--- src/rtl/vec_mag_apb_master.sv ---
// vec_mag_apb_master: turns single commands into APB3 transfers and returns one response per command.
// Optional feature: define VEC_MAG_APB_MST_TIMEOUT_EN to abort ACCESS after TIMEOUT_CYCLES cycles without pready_i.
// TXN_CNT_RESET is the value txn_cnt_o takes in reset; it stays 0 in normal use.
//
// Handshakes: a transfer happens on a rising edge where valid and ready are both high.
// A valid is never withdrawn before its transfer. The payload stays stable while valid waits for ready.
// cmd_*: the master offers ready only in IDLE. rsp_*: the master holds valid and its data until ready.
module vec_mag_apb_master #(
   parameter int          APB_ADDR_WIDTH = 12,
   parameter int          TIMEOUT_CYCLES = 16,
   parameter logic [15:0] TXN_CNT_RESET  = 16'h0000
) (
   input  logic                      clk,
   input  logic                      rst_n,
   input  logic                      cmd_valid_i,
   output logic                      cmd_ready_o,
   input  logic [APB_ADDR_WIDTH-1:0] cmd_addr_i,
   input  logic                      cmd_write_i,
   input  logic [31:0]               cmd_wdata_i,
   output logic                      rsp_valid_o,
   input  logic                      rsp_ready_i,
   output logic [31:0]               rsp_rdata_o,
   output logic                      rsp_err_o,
   output logic                      rsp_timeout_o,
   output logic                      psel_o,
   output logic                      penable_o,
   output logic                      pwrite_o,
   output logic [APB_ADDR_WIDTH-1:0] paddr_o,
   output logic [31:0]               pwdata_o,
   input  logic [31:0]               prdata_i,
   input  logic                      pready_i,
   input  logic                      pslverr_i,
   output logic [15:0]               txn_cnt_o,
   output logic [1:0]                dbg_state_o
);

   typedef enum logic [1:0] {
      IDLE   = 2'd0,
      SETUP  = 2'd1,
      ACCESS = 2'd2,
      RESP   = 2'd3
   } state_t;

   state_t                    state_q, state_d;
   logic                      armed_q;
   logic [APB_ADDR_WIDTH-1:0] addr_q;
   logic                      write_q;
   logic [31:0]               wdata_q;
   logic [31:0]               rdata_q;
   logic                      err_q;
   logic [15:0]               cnt_q;
   logic                      cmd_hs;
   logic                      done;
   logic                      abort;

   // armed_q keeps cmd_ready_o low until the first edge after reset release.
   assign cmd_ready_o = armed_q && (state_q == IDLE);
   assign cmd_hs      = cmd_valid_i && cmd_ready_o;
   assign done        = (state_q == ACCESS) && pready_i;

`ifdef VEC_MAG_APB_MST_TIMEOUT_EN
   logic [15:0] acc_cnt_q;
   logic        timeout_q;

   // An abort happens only on the TIMEOUT_CYCLES-th ACCESS cycle, and only if pready_i is low then.
   assign abort = (state_q == ACCESS) && !pready_i && (acc_cnt_q == 16'(TIMEOUT_CYCLES - 1));

   // Count ACCESS cycles of the current transfer. The counter is 0 on the first ACCESS cycle.
   always_ff @(posedge clk or negedge rst_n) begin
      if (!rst_n)                acc_cnt_q <= '0;
      else if (state_q == ACCESS) acc_cnt_q <= acc_cnt_q + 16'd1;
      else                       acc_cnt_q <= '0;
   end

   // Timeout flag of the response. It changes only when ACCESS ends.
   always_ff @(posedge clk or negedge rst_n) begin
      if (!rst_n)     timeout_q <= 1'b0;
      else if (done)  timeout_q <= 1'b0;
      else if (abort) timeout_q <= 1'b1;
   end

   assign rsp_timeout_o = timeout_q;
`else
   assign abort         = 1'b0;
   assign rsp_timeout_o = 1'b0;
`endif

   // State register and the flag that arms cmd_ready_o after reset.
   always_ff @(posedge clk or negedge rst_n) begin
      if (!rst_n) begin
         state_q <= IDLE;
         armed_q <= 1'b0;
      end else begin
         state_q <= state_d;
         armed_q <= 1'b1;
      end
   end

   // Next-state logic and the APB strobes decoded from the state.
   always_comb begin
      state_d   = state_q;
      psel_o    = 1'b0;
      penable_o = 1'b0;
      case (state_q)
         IDLE:    if (cmd_hs) state_d = SETUP;
         SETUP: begin
            psel_o  = 1'b1;
            state_d = ACCESS;
         end
         ACCESS: begin
            psel_o    = 1'b1;
            penable_o = 1'b1;
            if (done || abort) state_d = RESP;
         end
         RESP:    if (rsp_ready_i) state_d = IDLE;
         default: state_d = IDLE;
      endcase
   end

   // Capture the command on its handshake. Write data is zeroed for reads so pwdata_o stays 0.
   always_ff @(posedge clk or negedge rst_n) begin
      if (!rst_n) begin
         addr_q  <= '0;
         write_q <= 1'b0;
         wdata_q <= '0;
      end else if (cmd_hs) begin
         addr_q  <= cmd_addr_i;
         write_q <= cmd_write_i;
         wdata_q <= cmd_write_i ? cmd_wdata_i : 32'h0;
      end
   end

   // Capture the response when ACCESS ends. The response then holds through RESP.
   always_ff @(posedge clk or negedge rst_n) begin
      if (!rst_n) begin
         rdata_q <= '0;
         err_q   <= 1'b0;
      end else if (done) begin
         rdata_q <= write_q ? 32'h0 : prdata_i;
         err_q   <= pslverr_i;
      end else if (abort) begin
         rdata_q <= '0;
         err_q   <= 1'b1;
      end
   end

   // Completed-transfer counter. Aborted transfers also count. The counter wraps naturally at 16 bits.
   always_ff @(posedge clk or negedge rst_n) begin
      if (!rst_n)              cnt_q <= TXN_CNT_RESET;
      else if (done || abort)  cnt_q <= cnt_q + 16'd1;
   end

   assign paddr_o     = addr_q;
   assign pwrite_o    = write_q;
   assign pwdata_o    = wdata_q;
   assign rsp_valid_o = (state_q == RESP);
   assign rsp_rdata_o = rdata_q;
   assign rsp_err_o   = err_q;
   assign txn_cnt_o   = cnt_q;
   assign dbg_state_o = state_q;

endmodule

--- config.mk ---
export PLATFORM = sky130hd
export DESIGN_NAME = vec_mag_apb_master
export DESIGN_NICKNAME = d
export VERILOG_FILES = /design/src/rtl/vec_mag_apb_master.sv
export SDC_FILE = /design/constraint.sdc
export NUM_CORES = 1
export LEC_CHECK = 0
export CORE_MARGIN = 5
export CORE_UTILIZATION = 46
export CTS_BUF_LIST = sky130_fd_sc_hd__clkbuf_2
export CTS_CLUSTER_SIZE = 30
export DETAILED_ROUTE_END_ITERATION = 16
export PLACE_DENSITY = 0.84
export SLEW_MARGIN = 20
export SYNTH_ARGS = -nofsm -noshare
export SYNTH_HDL_FRONTEND = slang
export SYNTH_SLANG_ARGS = --single-unit
--- constraint.sdc ---
create_clock -name clk -period 2.7 [get_ports clk]
set_input_delay 0.405 -clock clk [delete_from_list [all_inputs] [get_ports clk]]
set_output_delay 0.405 -clock clk [all_outputs]
set_load 0.1 [all_outputs]
==> results by group <==
Run status
  • Status: finished clean

Min path
  • Worst Hold Class: input port to register
  • WHS Path Cells: 3
  • Hold endpoint: pwdata_o[19]
  • Hold Startpoint: cmd_wdata_i[19]

Yosys
  • Post-Syn Area: 3980 um2
  • YS warnings: 0
  • Post-synthesis cell count: just under 400
  • Syn_nets: 474
  • Yosys reg bits: 97
  • Seq/Total Area, Yosys: 61.0%
  • Synth unique cells: 25
  • Avg Inst Size Synth: about 10 um2

Clock network
  • CTS resizes: 0
  • Max H-tree Level: 3
  • Clk buf depth: 2
  • Worst-path clk slew: between 0.2 and 0.3 ns
  • Clock latency on the worst-skew pair: around 0.53 ns
  • Root Buffer: clkbuf_2
  • Hold-fix buffers, CTS: 1
  • # Post-CTS Setup Buffers: 0
  • CTS Buf Count: 9
  • CTS tree: built
  • Clock Sinks: just under 100

Worst setup path
  • Arrival time of the worst setup path: about 1.8 ns
  • Critical Path Fanout Max: 4
  • Reg2reg end: txn_cnt_o[15]
  • Delay of the slowest cell on the worst path: 0.49 ns
  • Crit-path slowest cell: dfrtp_2
  • Depth of the worst register-to-register path: 6
  • CP Capture Type: output port
  • Req. time, crit path: 2.30 ns
  • Setup CP Type: register to output port
  • Worst R2R Setup Slack: between 0.7 and 0.8 ns
  • RR Startpoint: dbg_state_o[0]
  • Critical Path Start Type: register
  • Critical path cell sequence: inv_1 > ha_1 > and2_1 > buf_4

Place
  • Placed cell area: around 5700 um2
  • GP Congestion: slightly below 0.8
  • Post-DP HPWL: around 7600 um
  • Port Buffer Count: between 150 and 200

Layout
  • Most frequent cells in the layout: 106 x buf_4, 102 x nand2_1, 95 x dfrtp_1
  • Number of diodes: 0
  • Most common cell after layout, fill and taps aside: buf_4
  • Area Overhead vs Synth: 45.0%
  • Finished Cell Area: between 5000 and 6000 um2
  • Fillers: ~670
  • Fraction of layout cells with a size suffix above 1: roughly a quarter
  • Fin nets: 651

Die
  • Row cnt: 34
  • Die X: 103 um
  • Initial Util: 46.3%
  • Die Height: 103 um
  • I/O pin count: 184
  • Die ar.: about 11000 um2
  • Core area: between 8000 and 9000 um2

Route
  • Drt initial violations: between 60 and 70
  • Wire length per cell: ~15 um
  • Vias post-DR: 3225
  • Vias/cell: roughly 4.8
  • Final ANT Viol Nets: 0
  • Drc violations: 0
  • Drt first pass iters: 4
  • DRT Wirelength: slightly above 10000 um

STA
  • Final Hold Fails: 0
  • Max Fclk: 460 MHz
  • RSZ-0062 raised after global routing: false
  • # setup viols final: 0
  • Clock Skews: slightly below 0.03 ns
  • Least-Margin Pin Slew: 0.648 ns
  • Worst rel slew slack: 56.8%
  • Final Cycle Share: slightly above 80%
  • Setup total negative slack: 0 ns
  • Post-layout min period: ~2.2 ns
  • Max-slew violation count: 0

Global routing
  • First-pass GRT wire length: ~16000 um
  • Initial antenna violation count: 0
  • Largest net degree at the start of global routing: 61
  • Vias in the first global route: approximately 3200
  • Gr usage total: approximately 19%
  • Grt ovf: 0

Run
  • Max Cap Viol: 0
[critical path: cells and delay by family, from the launching register on]
| kind | cells | cell delay, ns |
|---|---|---|
| buffers and inverters | 2 | 0.41 |
| flip-flops | 1 | 0.49 |
| adder cells (fa/ha/maj) | 1 | 0.18 |
| AND/OR/NAND/NOR | 1 | 0.16 |
[metal layers]
| metal | GRT usage (%) | vias up | share of wire (%) |
|---|---|---|---|
| met5 | 0 | - | 0 |
| met4 | 7.07 | 0 | 2.1 |
| met3 | 8.32 | 14 | 11 |
| met2 | 30.6 | 131 | 47 |
| met1 | 23.2 | 1479 | 40 |
| li1 | - | 1601 | - |
[metrics by stage]
step / hold WS [ns] / utilization (%) / setup slack [ns] / instances
floorplan: 0.109 / - / 0.0382 / 386
global placement: 0.463 / 66.0 / 0.571 / 659
detailed placement: 0.471 / 66.0 / 0.546 / 659
CTS: 0.336 / 67.2 / 0.473 / 676
global route: 0.311 / 67.2 / 0.405 / 676
finish: 0.369 / 67.2 / 0.525 / 676
[registers in the layout (all words and copies together) (netlist names)]
register,cells
txn_cnt_o,16
rsp_err_o,1
pwdata_o,32
dbg_state_o,2
pwrite_o,1
rsp_rdata_o,32
armed_q,1
paddr_o,12
[kinds of logic (layout without fill, tap and decap cells)]
group / Yosys count / count (layout) / synth area share, %
muxes: 16 / 16 / 4.53
xor gates and xnor gates: 15 / 15 / 3.30
DFF: 97 / 97 / 61.0
buffers and inverters: 29 / 211 / 2.95
adders and majority gates: 5 / 5 / 1.57
AOI/OAI and AO/OA: 67 / 67 / 8.68
other: 2 / 2 / 0.189
and+or+nand+nor: 155 / 155 / 17.8
[worst max-delay path by stage]
| stage | from | endpoint | slack [ns] |
|---|---|---|---|
| 6_report | dbg_state_o[0] | cmd_ready_o | 0.53 |
| 3_3_place_gp | pready_i | txn_cnt_o[15] | 0.57 |
| 2_1_floorplan | dbg_state_o[0] | pwdata_o[23] | 0.04 |
| 5_1_grt | dbg_state_o[0] | cmd_ready_o | 0.40 |
| 3_5_place_dp | pready_i | txn_cnt_o[15] | 0.55 |
| 4_1_cts | dbg_state_o[0] | cmd_ready_o | 0.47 |
[final cells by class]
cell class                      instances  area, um2  area share [%]
Tap cell                              108        135            2.34
Inverter                                5       18.8           0.325
Timing Repair Buffer                  190       1660            28.7
Clock buffer                           11       55.1           0.954
Clock inverter                          5       32.5           0.564
Sequential cell                        97       2430            42.1
Multi-Input combinational cell        260       1440            25.0
[cell usage after synthesis]
cell type / count / share of area (%)
a22o_1: 1 / 0.22
a21oi_1: 1 / 0.13
nand4_1: 5 / 0.79
or3b_1: 1 / 0.22
o32a_2: 1 / 0.28
clkbuf_1: 19 / 1.8
o21ai_0: 64 / 8.0
conb_1: 2 / 0.19
nand3_1: 3 / 0.38
nand2b_1: 32 / 5.0
and4_4: 1 / 0.28
xnor2_1: 12 / 2.6
mux2_2: 16 / 4.5
dfrtp_1: 97 / 61
ha_1: 5 / 1.6
and4_1: 2 / 0.44
xor2_1: 3 / 0.66
and3_1: 2 / 0.31
buf_1: 2 / 0.19
inv_1: 5 / 0.47
buf_4: 2 / 0.38
and2_1: 1 / 0.16
nor2_1: 4 / 0.38
nand2_1: 104 / 9.8
buf_2: 1 / 0.13
Power is not shown: default switching activity piles up to over one toggle a cycle in this logic, so the estimate is an artifact.
